[config.mk]
export PLATFORM = sky130hd
export DESIGN_NAME = debug_snapshot_flat
export DESIGN_NICKNAME = d
export VERILOG_FILES = /design/src/rtl/debug_snapshot_pkg.sv /design/src/rtl/debug_snapshot_if.sv /design/src/rtl/debug_snapshot_snap_ram.sv /design/src/rtl/debug_snapshot.sv /design/src/flat_wrapper.sv
export SDC_FILE = /design/constraint.sdc
export NUM_CORES = 2
export LEC_CHECK = 0
export ABC_CLOCK_PERIOD_IN_PS = 3650
export CAP_MARGIN = 20
export CELL_PAD_IN_SITES_DETAIL_PLACEMENT = 0
export CELL_PAD_IN_SITES_GLOBAL_PLACEMENT = 1
export CORE_UTILIZATION = 51
export DETAILED_ROUTE_END_ITERATION = 10
export DONT_BUFFER_PORTS = 1
export PLACE_DENSITY_LB_ADDON = 0.15
export SETUP_SLACK_MARGIN = 0.2
export SLEW_MARGIN = 20
export SYNTH_ARGS = -nofsm -noshare
export SYNTH_HDL_FRONTEND = slang
export SYNTH_SLANG_ARGS = --single-unit
export TNS_END_PERCENT = 10
[constraint.sdc]
create_clock -name clk -period 3.65 [get_ports clk]
set_input_delay 0.73 -clock clk [delete_from_list [all_inputs] [get_ports clk]]
set_output_delay 0.73 -clock clk [all_outputs]
set_load 0.05 [all_outputs]
[src/rtl/debug_snapshot_pkg.sv]
// Shared defaults and FSM state type for the frame-synchronous debug snapshot.
package debug_pkg;
  localparam int ADDR_W_DEF = 7;
  localparam int DATA_W_DEF = 32;
  localparam int V_TRIG_DEF = 480;

  typedef enum logic [1:0] {
    IDLE  = 2'd0,
    SWEEP = 2'd1,
    DRAIN = 2'd2
  } state_t;
endpackage

[src/rtl/debug_snapshot_if.sv]
// CPU debug port, renderer read port and sweep status bundled for the snapshot block.
interface debug_snapshot_if #(
  parameter int ADDR_W = 7,
  parameter int DATA_W = 32
);
  logic [ADDR_W-1:0] debug_addr;
  logic [DATA_W-1:0] debug_data;
  logic [ADDR_W-1:0] rd_addr;
  logic [DATA_W-1:0] rd_data;
  logic              busy;
  logic              snap_done;
  logic [7:0]        snap_count;

  modport master (
    output debug_addr, rd_data, busy, snap_done, snap_count,
    input  debug_data, rd_addr
  );

  modport slave (
    input  debug_addr, rd_data, busy, snap_done, snap_count,
    output debug_data, rd_addr
  );
endinterface

[src/rtl/debug_snapshot_snap_ram.sv]
// Snapshot RAM: one synchronous write port, one registered read-before-write read port.
module snap_ram #(
  parameter int ADDR_W = 7,
  parameter int DATA_W = 32
) (
  input  logic              clk,
  input  logic              rst,
  input  logic              we,
  input  logic [ADDR_W-1:0] wr_addr,
  input  logic [DATA_W-1:0] wr_data,
  input  logic [ADDR_W-1:0] rd_addr,
  output logic [DATA_W-1:0] rd_data
);
  logic [DATA_W-1:0] mem [2**ADDR_W];

  // Array deliberately unreset so it maps onto block RAM.
  always_ff @(posedge clk) begin
    if (we) mem[wr_addr] <= wr_data;
  end

  always_ff @(posedge clk) begin
    if (rst) rd_data <= '0;
    else     rd_data <= mem[rd_addr];
  end
endmodule

[src/rtl/debug_snapshot.sv]
// Sweeps the CPU debug register file into a local RAM once per frame at vblank start.
module debug_snapshot
  import debug_pkg::*;
#(
  parameter int ADDR_W = ADDR_W_DEF,
  parameter int DATA_W = DATA_W_DEF,
  parameter int V_TRIG = V_TRIG_DEF
) (
  input  logic       clk,
  input  logic       rst,
  input  logic [9:0] h_count,
  input  logic [9:0] v_count,
  input  logic       freeze,
  debug_snapshot_if.master bus
);
  localparam logic [ADDR_W-1:0] LAST_ADDR = '1;
  localparam logic [9:0]        V_TRIG_L  = 10'(V_TRIG);

  state_t            state;
  logic              cond_q, cond_d, trigger;
  logic              wr_en_d;
  logic [ADDR_W-1:0] wr_addr_d;
  logic [ADDR_W-1:0] debug_addr;
  logic              busy, snap_done;
  logic [7:0]        snap_count;

  // Edge detect so stalled counters cannot retrigger.
  assign trigger = cond_q & ~cond_d;

  always_ff @(posedge clk) begin
    if (rst) begin
      state      <= IDLE;
      cond_q     <= 1'b0;
      cond_d     <= 1'b0;
      wr_en_d    <= 1'b0;
      wr_addr_d  <= '0;
      debug_addr <= '0;
      busy       <= 1'b0;
      snap_done  <= 1'b0;
      snap_count <= 8'd0;
    end else begin
      cond_q    <= (h_count == 10'd0) && (v_count == V_TRIG_L);
      cond_d    <= cond_q;
      wr_en_d   <= (state == SWEEP);
      wr_addr_d <= debug_addr;
      snap_done <= 1'b0;
      case (state)
        IDLE: begin
          if (trigger && !freeze) begin
            state      <= SWEEP;
            debug_addr <= '0;
            busy       <= 1'b1;
          end
        end
        SWEEP: begin
          // Wraps to 0 after the last address, which is the idle value.
          debug_addr <= debug_addr + 1'b1;
          if (debug_addr == LAST_ADDR) state <= DRAIN;
        end
        DRAIN: begin
          state      <= IDLE;
          busy       <= 1'b0;
          debug_addr <= '0;
          snap_done  <= 1'b1;
          snap_count <= snap_count + 8'd1;
        end
        default: begin
          state      <= IDLE;
          busy       <= 1'b0;
          debug_addr <= '0;
        end
      endcase
    end
  end

  snap_ram #(.ADDR_W(ADDR_W), .DATA_W(DATA_W)) u_ram (
    .clk     (clk),
    .rst     (rst),
    .we      (wr_en_d),
    .wr_addr (wr_addr_d),
    .wr_data (bus.debug_data),
    .rd_addr (bus.rd_addr),
    .rd_data (bus.rd_data)
  );

  assign bus.debug_addr = debug_addr;
  assign bus.busy       = busy;
  assign bus.snap_done  = snap_done;
  assign bus.snap_count = snap_count;
endmodule

[src/flat_wrapper.sv]
// flat-port wrapper written by rule: the top's interface ports become plain ports
module debug_snapshot_flat import debug_pkg::*;
#(
  parameter int ADDR_W = ADDR_W_DEF,
  parameter int DATA_W = DATA_W_DEF,
  parameter int V_TRIG = V_TRIG_DEF
)
  (clk, rst, h_count, v_count, freeze, bus_debug_addr, bus_rd_data, bus_busy, bus_snap_done, bus_snap_count, bus_debug_data, bus_rd_addr);
  debug_snapshot_if #(.ADDR_W(ADDR_W), .DATA_W(DATA_W)) bus_i ();
  input  logic clk;
  input  logic rst;
  input  logic [9:0] h_count;
  input  logic [9:0] v_count;
  input  logic freeze;
  output wire logic [$bits(bus_i.debug_addr)-1:0] bus_debug_addr;
  output wire logic [$bits(bus_i.rd_data)-1:0] bus_rd_data;
  output wire logic [$bits(bus_i.busy)-1:0] bus_busy;
  output wire logic [$bits(bus_i.snap_done)-1:0] bus_snap_done;
  output wire logic [$bits(bus_i.snap_count)-1:0] bus_snap_count;
  input wire logic [$bits(bus_i.debug_data)-1:0] bus_debug_data;
  input wire logic [$bits(bus_i.rd_addr)-1:0] bus_rd_addr;
  assign bus_debug_addr = bus_i.debug_addr;
  assign bus_rd_data = bus_i.rd_data;
  assign bus_busy = bus_i.busy;
  assign bus_snap_done = bus_i.snap_done;
  assign bus_snap_count = bus_i.snap_count;
  assign bus_i.debug_data = bus_debug_data;
  assign bus_i.rd_addr = bus_rd_addr;
  debug_snapshot #(.ADDR_W(ADDR_W), .DATA_W(DATA_W), .V_TRIG(V_TRIG)) u_core (.clk(clk), .rst(rst), .h_count(h_count), .v_count(v_count), .freeze(freeze), .bus(bus_i));
endmodule
==> results.yml <==
timing:
  rsz0062_at_grt: "no"
  timing.final.ws_setup_ps: 322
  max_slew.worst_pin.slew_ps: 1470
  hold_ws_ps: 71.1
  final_max_slew_viol_count: 0
  min_period_ps: 3330
  final-setup-viol-count: 0
  slew-limit-headroom_pct: 1.88
  post-route-period-util_pct: 91.2
  worst_clock_skew_ps: 45.8
  totalNegativeSetupSlack_ps: 0
  hold_viol: 0
  fmax_mhz: 300
clock_network:
  htree_levels: 5
  cts_tree: "done"
  cts_root_buffer: "clkbuf_16"
  insertion_delay_ps: 970
  cts_buffers: 421
  clk_pin_slew_worst_paths_ps: 60
  clkSinkCount: 4157
  max-clock-path-buffers: 4
die:
  core-area_um2: 309000
  start_util_pct: 51.2
  die_area_um2: 312000
  pin_count: 111
  rows: 204
  die_w_um: 559
  die_y_um: 559
power:
  leakage_nw: 58.3
  power.density_nw_per_um2: 548
  total_power_mw: 101
  max-vdd-ir-drop_mv: 0.422
final_layout:
  final_cell_mix: "edfxtp_1, mux4_2, buf_4"
  instances_no_fill: 12300
  area_delta_synth_final_pct: 16.2
  layout_commonest_cell: "edfxtp_1"
  final_net_count: 7841
  final_core_util_pct: 59.5
  fin_area_um2: 184000
  layout-drive-gt1-share_pct: 28.2
yosys:
  syn-cell-area_um2: 158000
  synth_flop_cell: "edfxtp_1"
  synth.distinct_cells: 57
  ys_ff_latch: 4157
  synth_edf_count: 4096
  ys_async_sr_fraction_pct: 0
  yosysTopAreaCellShare_pct: 77.8
  syn_inst: 7140
  synth_top_area_cell: "edfxtp_1"
  yosysWarnings: 0
  synth_nets: 7204
  synth_area_leaders: "edfxtp_1, mux4_2, mux2i_1"
  synth_seq_area_share_pct: 78.6
  avgSynthCellArea_um2: 22.1
grt:
  overflow: 0
  grt_use_total_pct: 29.8
  grt_pass1_vias: 77500
  grt_max_degree: 363
  grt_pass1_wl_um: 634000
  antenna_found_initial: 30
placement:
  dp_hpwl_um: 239000
  numPortBuffers: 0
  place_inst: 11400
  place.gp.congestion: 0.832
  pre_cts_slack_ps: -2370
  placed_area_um2: 167000
routing:
  route.layer.met1.wl_um: 189000
  ant_nets: 0
  dr_total_vias: 80300
  drtIter0Drc: 10800
  first_pass_iters: 5
  top_layer: "met5"
  dr_wl_met3_um: 47900
  avgViaCountPerCell: 6.54
  drc: 0
  wl_met2_um: 214000
  wl_per_cell_um: 38.1
  drt_wl_total_um: 467000
critical_path:
  crit_path_start_kind: "primary input"
  critPathRequiredTime_ps: 4470
  arrival_ps: 4140
  worstSetupEndpointType: "flop"
  path_class: "primary input to flop"
  worstPathMaxFanout: 96
  r2r_cells: 5
status:
  outcome: "finished, final reports clean"
hold_path:
  holdPathStages: 3
  hp-class: "primary input to flop"
flow_run:
  cap_violations: 0
layer usage:
metal / track usage [%] / up-vias
met4: 9.65 / 4
met3: 6.43 / 537
met5: 0 / -
met2: 44.8 / 4347
met1: 43.9 / 43700
li1: - / 31700
sequential cells by signal (all words and copies together), names as in the netlist:
signal	flops
u_core.u_ram.mem	4096
u_core.u_ram.rd_data	32
u_core.bus.snap_count	8
u_core.bus.debug_addr	7
u_core.wr_addr_d	7
u_core.state	2
u_core.bus.busy	1
u_core.bus.snap_done	1
u_core.cond_d	1
u_core.cond_q	1
u_core.wr_en_d	1
final cells by class:
type	count	area, um2
Fill cell	21900	125000
Sequential cell	4157	124000
Multi-Input combinational cell	2569	32800
Clock buffer	522	11100
Timing Repair Buffer	624	7490
Tap cell	4120	5150
Clock inverter	268	2760
Antenna cell	13	32.5
Inverter	4	15.0
power breakdown:
part / switching (mW) / internal (mW) / leakage, nW
Clock: 18.3 / 25.1 / 6.74
Sequential: 0.252 / 52.4 / 37.3
Combinational: 2.76 / 1.77 / 14.2
cell families after synthesis:
| group | Yosys count | share of synthesized area, % |
|---|---|---|
| adder cells (fa/ha/maj) | 2 | 0.0158 |
| buffers and inverters | 414 | 1.35 |
| flip-flops | 4157 | 78.6 |
| AO/OA/AOI/OAI | 684 | 3.07 |
| multiplexers | 1311 | 15.1 |
| XOR/XNOR | 9 | 0.0499 |
| AND/OR/NAND/NOR | 563 | 1.78 |
worst max-delay path, stage by stage:
cell and delay, ps:
buf_16 320, buf_16 310, buf_16 350, mux4_2 580
nor2b_1 140, a211oi_1 270, a211oi_1 180, a2111oi_1 610
a31oi_1 160
synth_stat cells, drive strengths merged, types with 4 or more instances:
cell type,count
a31oi,30
o22ai,50
a221oi,47
inv,4
nand4,21
xor2,6
mux4,859
and3,5
o21ai,77
edfxtp,4096
nand3,57
a22oi,260
nor3,72
a211oi,123
a21oi,49
and2,12
a311oi,13
a22o,20
nand2,86
nor2,163
nor2b,83
and4,14
buf,236
nand2b,9
nor4,20
or2,4
mux2i,412
dfxtp,61
clkbuf,174
mux2,40
worst paths after layout:
check | from | end | slack [ps]
setup / recovery | bus_rd_addr[0] | u_core.u_ram.rd_data[19]$_SDFF_PP0_ | 320
hold / removal | freeze | u_core.bus.busy$_SDFFE_PP0P_ | 70
setup reg to reg | u_core.wr_en_d$_SDFF_PP0_ | u_core.u_ram.mem[38][10]$_DFFE_PP_ | 540
hold reg to reg | u_core.cond_q$_SDFF_PP0_ | u_core.cond_d$_SDFF_PP0_ | 560
timing repair:
action | CTS | global route
hold buffers | 73 | 0
setup buffers | 0 | 0
gates resized for setup | 2 | 1
hold endpoints to repair | 3127 | 0
endpoints found under the setup margin | 32 | 32
cloned | 11 | 6
(Power assumes the default switching activity.)
